`config.mk`:
```
export PLATFORM = sky130hd
export DESIGN_NAME = uart_rx
export DESIGN_NICKNAME = d
export VERILOG_FILES = /design/src/rtl/uart_pkg.sv /design/src/rtl/uart_sync2.sv /design/src/rtl/uart_rx.sv
export SDC_FILE = /design/constraint.sdc
export NUM_CORES = 1
export LEC_CHECK = 0
export CORE_ASPECT_RATIO = 0.7
export CORE_MARGIN = 3
export CORE_UTILIZATION = 55
export DETAILED_ROUTE_END_ITERATION = 8
export PLACE_DENSITY = 0.87
export SLEW_MARGIN = 20
export SYNTH_ARGS = -nofsm -noshare
export SYNTH_HDL_FRONTEND = slang
export SYNTH_SLANG_ARGS = --single-unit
```
`constraint.sdc`:
```
create_clock -name CLK -period 2 [get_ports CLK]
set_input_delay 0.2 -clock CLK [delete_from_list [all_inputs] [get_ports CLK]]
set_output_delay 0.2 -clock CLK [all_outputs]
set_load 0.01 [all_outputs]
```
`src/rtl/uart_pkg.sv`:
```
// Shared UART definitions: receiver state encoding and bit-timing helpers.
// The helpers are also used by the companion transmitter.
package uart_pkg;

  typedef enum logic [1:0] {
    ST_IDLE  = 2'd0,
    ST_START = 2'd1,
    ST_DATA  = 2'd2,
    ST_STOP  = 2'd3
  } uart_state_e;

  function automatic int unsigned clocks_per_bit(input int unsigned clk_hz,
                                                 input int unsigned bit_rate);
    return clk_hz / bit_rate;
  endfunction

  // Bits needed to hold values 0..max_val; never less than one.
  function automatic int unsigned counter_width(input int unsigned max_val);
    return (max_val < 2) ? 1 : $clog2(max_val + 1);
  endfunction

endpackage

```
`src/rtl/uart_sync2.sv`:
```
// Two-flop synchronizer for the asynchronous serial line.
// Both flops reset to 1 so that the line reads as idle out of reset.
module uart_sync2 (
  input  logic clk_i,
  input  logic rst_i,
  input  logic d_i,
  output logic q_o
);

  logic meta_q;
  logic sync_q;

  always_ff @(posedge clk_i) begin
    if (rst_i) begin
      meta_q <= 1'b1;
      sync_q <= 1'b1;
    end else begin
      meta_q <= d_i;
      sync_q <= meta_q;
    end
  end

  assign q_o = sync_q;

endmodule

```
`src/rtl/uart_rx.sv`:
```
// UART receiver: 8N1-style framing with configurable payload width.
// The start bit is verified at its centre, and then every bit is sampled one bit period apart.
module uart_rx
  import uart_pkg::*;
#(
  parameter int unsigned CLK_HZ       = 50000000,
  parameter int unsigned BIT_RATE     = 9600,
  parameter int unsigned PAYLOAD_BITS = 8
) (
  input  logic                    CLK,
  input  logic                    reset,
  input  logic                    uart_rxd,
  input  logic                    uart_rx_en,
  output logic [PAYLOAD_BITS-1:0] uart_rx_data,
  output logic                    uart_rx_valid,
  output logic                    uart_rx_frame_err,
  output logic                    uart_rx_busy
);

  localparam int unsigned CPB      = clocks_per_bit(CLK_HZ, BIT_RATE);
  localparam int unsigned HALF_BIT = CPB / 2;
  localparam int unsigned CNT_W    = counter_width(CPB - 1);
  localparam int unsigned BIT_W    = counter_width(PAYLOAD_BITS - 1);

  logic rxd_s;
  logic rxd_prev_q;

  uart_state_e             state_q, state_d;
  logic [CNT_W-1:0]        cnt_q, cnt_d;
  logic [BIT_W-1:0]        bit_q, bit_d;
  logic [PAYLOAD_BITS-1:0] shreg_q, shreg_d;
  logic [PAYLOAD_BITS-1:0] data_q, data_d;
  logic                    valid_q, valid_d;
  logic                    ferr_q, ferr_d;

  uart_sync2 u_sync (
    .clk_i (CLK),
    .rst_i (reset),
    .d_i   (uart_rxd),
    .q_o   (rxd_s)
  );

  always_ff @(posedge CLK) begin
    if (reset) begin
      state_q    <= ST_IDLE;
      cnt_q      <= '0;
      bit_q      <= '0;
      shreg_q    <= '0;
      data_q     <= '0;
      valid_q    <= 1'b0;
      ferr_q     <= 1'b0;
      rxd_prev_q <= 1'b1;
    end else begin
      state_q    <= state_d;
      cnt_q      <= cnt_d;
      bit_q      <= bit_d;
      shreg_q    <= shreg_d;
      data_q     <= data_d;
      valid_q    <= valid_d;
      ferr_q     <= ferr_d;
      rxd_prev_q <= rxd_s;
    end
  end

  always_comb begin
    state_d = state_q;
    cnt_d   = cnt_q + CNT_W'(1);
    bit_d   = bit_q;
    shreg_d = shreg_q;
    data_d  = data_q;
    valid_d = 1'b0;
    ferr_d  = 1'b0;

    unique case (state_q)
      ST_IDLE: begin
        cnt_d = '0;
        bit_d = '0;
        // A line parked low (break) never produces a new edge here.
        if (uart_rx_en && rxd_prev_q && !rxd_s) begin
          state_d = ST_START;
        end
      end

      ST_START: begin
        if (cnt_q == CNT_W'(HALF_BIT - 1)) begin
          cnt_d   = '0;
          state_d = rxd_s ? ST_IDLE : ST_DATA;
        end
      end

      ST_DATA: begin
        if (cnt_q == CNT_W'(CPB - 1)) begin
          cnt_d = '0;
          // LSB arrives first, so shift in from the top.
          shreg_d = {rxd_s, shreg_q[PAYLOAD_BITS-1:1]};
          if (bit_q == BIT_W'(PAYLOAD_BITS - 1)) begin
            bit_d   = '0;
            state_d = ST_STOP;
          end else begin
            bit_d = bit_q + BIT_W'(1);
          end
        end
      end

      ST_STOP: begin
        // Leaving at the stop-bit centre leaves half a bit to catch the next start edge.
        if (cnt_q == CNT_W'(CPB - 1)) begin
          cnt_d   = '0;
          state_d = ST_IDLE;
          if (rxd_s) begin
            data_d  = shreg_q;
            valid_d = 1'b1;
          end else begin
            ferr_d = 1'b1;
          end
        end
      end

      default: begin
        cnt_d   = '0;
        state_d = ST_IDLE;
      end
    endcase
  end

  assign uart_rx_data      = data_q;
  assign uart_rx_valid     = valid_q;
  assign uart_rx_frame_err = ferr_q;
  assign uart_rx_busy      = (state_q != ST_IDLE);

endmodule

```
== Word level (Yosys, flattened, before mapping) ==
Cells that the tools add are included.
Cells by class
  bitwise gates (word level): 2
  multiplexer cells: 15
  reductions and logical operators: 12
  equal/unequal tests: 11
  add/subtract/negate cells: 2
Operators with widths (number)
  case mux 13 bit (3 select lines): 1
  2-to-1 mux 13 bit: 2
  adder 13 x 1 -> 13 bit (second input constant): 1
  equality test 13 x 12 -> 1 bit (second input constant): 1
  equality test 13 bit (second input constant): 1
  2-to-1 mux 2 bit: 6
  != test 2 bit (second input constant): 5
  case mux 2 bit (4 select lines): 1
  2-to-1 mux 3 bit: 2
  case mux 3 bit (2 select lines): 1
  AND reduction 5 bit: 1
  equality test 2 bit (second input constant): 2
  AND reduction 2 bit: 2
  nonzero test 2 bit: 2
  adder 3 x 1 -> 3 bit (second input constant): 1
  equality test 3 bit (second input constant): 1
  AND reduction 3 bit: 1
  OR reduction 3 bit: 1
  equality test 2 x 1 -> 1 bit (second input constant): 1
  logical AND 1 bit: 2
  logical NOT 2 bit: 1
  2-to-1 mux 1 bit: 2
  inverter 1 bit: 2
  OR reduction 2 bit: 1
  logical NOT 1 bit: 1
Word-level totals
  bits in registers: 39
  bits of input ports: 4
  output and inout port bits: 11
  word-level logic and storage cells: 52

== Longest topological paths before layout ==
  depth after elaboration: 4
  mapped depth: 6

== Hierarchy ==
From an unflattened synthesis, not the netlist that was laid out.
Unflattened totals
  cells, all modules: 181
  area total of the unflattened synthesis: 1681.6 µm²
By module, submodules not included
  uart_rx: cells an instance 177, instances 1, area each 1629.1 µm², seq. area each 740.7 µm²
  uart_sync2: cells an instance 4, instances 1, area each 52.6 µm², seq. area each 40.0 µm²

== Worst setup path before layout ==
No wires, ideal clock.
  kind: register to register
  start point: register cnt_q[0]
  end point: register cnt_q[10]
  period minus slack after synthesis: 1.692 ns
  data arrival time: 1.575 ns
  setup slack: 0.308 ns
  stages on the path, launching flop included: 7
  setup time: 0.117 ns
  cells stage by stage: dfxtp_1 > ha_1 > and4bb_4 > nand4_4 > a32oi_1 > buf_2 > nor2_1
Between the ends
  longest elaborated chain between the ends: 3
  elaborated cells between the ends (all ways): 6
Ends and longest elaborated chain
  start: declaration: line uart_rx.sv:29  | logic [CNT_W-1:0] cnt_q, cnt_d;
  start signal: assignment: line uart_rx.sv:55  | cnt_q <= cnt_d;
  adder 13 x 1 -> 13 bit (tied with other cells): line uart_rx.sv:67  | cnt_d = cnt_q + CNT_W'(1);
  2-to-1 mux 13 bit (on tied branches): line uart_rx.sv:92, uart_rx.sv:107, uart_rx.sv:85
  case mux 13 bit (3 select lines) (*): line uart_rx.sv:74  | unique case (state_q)
Mark *: on every way between the ends. The rest lies on a longest branch, timed or not.
A chain may end at the register's enable or synchronous reset.

== Worst setup path after layout ==
  start point: register cnt_q[0]
  end point: register bit_q[0]
Between the ends
  longest elaborated chain between the ends: 3
Ends and longest elaborated chain
  equality test 13 bit: line uart_rx.sv:92  | if (cnt_q == CNT_W'(CPB - 1)) begin
  != test 2 bit (no line)
  AND reduction 2 bit (no line)
  end signal: assignment: line uart_rx.sv:56  | bit_q <= bit_d;
  end: declaration: line uart_rx.sv:30  | logic [BIT_W-1:0] bit_q, bit_d;
No other way between the ends.

==> parameters.txt <==
Parameter                              Value

Synth
  Synthesized netlist net count    roughly 170
  Area of the mapped netlist    1650 µm²
  Main synth FF type    sky130_fd_sc_hd__dfxtp_1
  Post-Syn Area per Cell    a little under 10 µm²
  Count of flip-flops with a built-in enable after synthesis    0
  Yosys reg bits    39
  Number of distinct library cell variants in the gate-level netlist after synthesis    37
  Share of flip-flops with an asynchronous set or reset    0%
  Cells after Synth    ~170
  Synth warnings    0
  Share of the yosys chip area belonging to registers    a little under half

Final layout
  Multi-input combinational cell area    between 800 and 900 µm²
  Synth-to-Final Area Change    14.9%
  Final-stage net count    between 150 and 200
  Number of filler cells placed in the layout    around 200
  Seq. cell area    between 700 and 800 µm²
  Layout cells sized above 1    between 10% and 20%
  Number of diodes    0

Clock network
  TritonCTS clock tree    built
  Hold Buf Count CTS    0
  Post-CTS sizing    0
  CTS clk-pin slew, worst paths    about 0.07 ns
  CTS Sinks    39
  Clock root buffer master    sky130_fd_sc_hd__clkbuf_8
  Worst skew pair latency    ~0.29 ns
  Number of setup buffers added after CTS    0
  CTS H-Tree Depth    2
  Maximum buffer depth of the clock tree    2
  CTS buffer count    5

Worst setup path
  Arrival time of the worst setup path    approximately 2.1 ns
  Crit path max fanout    9
  Required @ worst endpoint    between 2 and 2.5 ns
  Crit path capture type    register
  Critical Setup Path Class    register to register
  Startpoint types    register

STA
  Minimum period implied by the final worst setup slack    1.87 ns
  Unrepaired setup endpoints after global routing    false
  Slew at the pin closest to its max-slew limit    0.414 ns
  Max-slew violation count    0
  Total Neg Setup Slack    0 ns
  Number of failing hold endpoints at the final stage    0
  Final number of setup-violating endpoints    0
  Max transition margin    72.4%
  Ratio of final minimum period to clock period    93.5%
  Worst Skew    around 0.0071 ns
  Maximum operating frequency    approximately 0.53 GHz
  Fin Hold WS    0.421 ns

Route
  Drt drc    0
  1st-iter DRT viols    130
  Post-DRT Antenna Nets    0
  Total number of vias    approximately 1200
  Via-to-Cell Ratio    between 5 and 6
  First-pass iteration count of the detailed router    4
  Wire length after detailed routing    approximately 3400 µm
  Routed wire length per instance    between 15 and 20 µm

Die
  Die Span Y    between 50 and 60 µm
  Effective utilization at floorplan    between 60% and 70%
  Horizontal die dimension    ~70 µm
  Core outline area    2650 µm²
  Die area    3690 µm²
  Num rows    15
  Top-level I/O count    15

Global route
  Initial antenna violation count    0
  Vias in the first global route    about 1300
  Largest net degree at the start of global routing    19
  First-pass GRT wire length    5910 µm
  Overflow left after global routing    0
  All-Layer GR Usage    roughly a fifth

Worst hold path
  Hold Path Class    register to register

Placed design
  Final HPWL from detailed placement    2450 µm
  # port buffers    14
  Routability congestion estimate from global placement    just under 0.9

Pwr
  Static leakage    approximately 0.73 nW
  Highest ir drop seen on vdd    about 490 µV
  Total power per unit cell area    697 nW/µm²

Flow run
  Count of max-cap constraint violations    0

Run status
  Result of the run    finished, final reports clean
-- cell type report --
cell class / count / share of cell area, %
multi-input cells: 120 / 42.8
flip-flops and latches: 39 / 41.3
repair buffers: 18 / 9.00
clock buffers: 5 / 3.64
well taps: 34 / 2.25
clock inverters: 3 / 0.794
inverters: 1 / 0.199
-- state kept, by name, summed over array words and instances, names as in the netlist, 3 cells and up, named ones only --
register / cells
cnt_q: 13
shreg_q: 8
uart_rx_data: 8
bit_q: 3
-- final timing paths --
check	from	to	slack, ns	depth (start not counted)
worst min register to register	u_sync.meta_q	u_sync.q_o	0.42	1
worst min-delay path	u_sync.meta_q	u_sync.q_o	0.42	1
worst max-delay path	cnt_q[0]	bit_q[0]	0.13	5
worst max register to register	cnt_q[0]	bit_q[0]	0.13	5
-- cells in the final DEF (no fill, tap or decap), drive strengths merged, types with 3 or more instances in the layout --
cell type       n
a31oi           3
and3            3
buf             4
clkbuf          5
clkdlybuf4s50  14
clkinv          4
dfxtp          39
ha              3
mux2i          16
nand2          24
nand3           8
nand4           6
nor2           18
or2             5
xnor2           5
xor2            7
-- per-stage QoR --
stage / instances / power, mW / setup slack (ns) / area [µm²] / util, %
after floorplan: 167 / 0.818 / 0.308 / 1650 / -
final: 220 / 1.32 / 0.130 / 1890 / 71.4
after global routing: 220 / 1.37 / 0.0553 / 1890 / 71.4
after CTS: 220 / 1.33 / 0.148 / 1890 / 71.4
after global placement: 212 / 0.828 / 0.264 / 1810 / 68.3
after detailed placement: 212 / 0.829 / 0.182 / 1810 / 68.3
-- worst max-delay path, stage by stage (launching register included) --
cell and delay [ns]:
sky130_fd_sc_hd__dfxtp_1 0.40, sky130_fd_sc_hd__ha_1 0.25, sky130_fd_sc_hd__and4bb_4 0.28, sky130_fd_sc_hd__nand4_4 0.16, sky130_fd_sc_hd__or4_1 0.53, sky130_fd_sc_hd__a31oi_1 0.17
-- cells by family (layout without fill, tap and decap cells) --
family / count (synthesis) / after routing / synth area share (%)
buf+inv: 8 / 27 / 3.35
mux: 16 / 16 / 9.73
simple gates: 81 / 81 / 27.0
flops: 39 / 39 / 47.5
xor+xnor: 12 / 12 / 6.39
compound gates: 8 / 8 / 3.80
fa+ha+maj: 3 / 3 / 2.28
-- power by group --
part | switching, mW | total, mW | internal [mW]
Sequential | 0.00477 | 0.784 | 0.779
Combinational | 0.0141 | 0.0276 | 0.0135
Clock | 0.267 | 0.505 | 0.238
-- synth_stat cells (2+ instances only) --
master                     number  share of area, %
sky130_fd_sc_hd__nand4_1        5               1.9
sky130_fd_sc_hd__nand2_1       24               5.5
sky130_fd_sc_hd__nand4b_1       2               1.1
sky130_fd_sc_hd__a31oi_1        3               1.1
sky130_fd_sc_hd__nand3_1        8               2.4
sky130_fd_sc_hd__nor3b_1        2              0.91
sky130_fd_sc_hd__or2_2          4               1.5
sky130_fd_sc_hd__nor2_1        18               4.1
sky130_fd_sc_hd__xnor2_1        5               2.7
sky130_fd_sc_hd__and3_1         2              0.76
sky130_fd_sc_hd__clkbuf_8       2               1.7
sky130_fd_sc_hd__dfxtp_1       39                47
sky130_fd_sc_hd__and4_2         2               1.2
sky130_fd_sc_hd__buf_2          4               1.2
sky130_fd_sc_hd__nor3_1         2              0.61
sky130_fd_sc_hd__mux2i_1       16               9.7
sky130_fd_sc_hd__ha_1           3               2.3
sky130_fd_sc_hd__xor2_1         7               3.7
-- metal layers --
layer	track usage [%]	vias up	routed length, µm
met4	8.44	0	46
li1	-	615	-
met2	36.7	34	1670
met3	6.56	5	178
met5	0	-	0
met1	24.9	592	1550
Power figures use the tool's default switching activity.
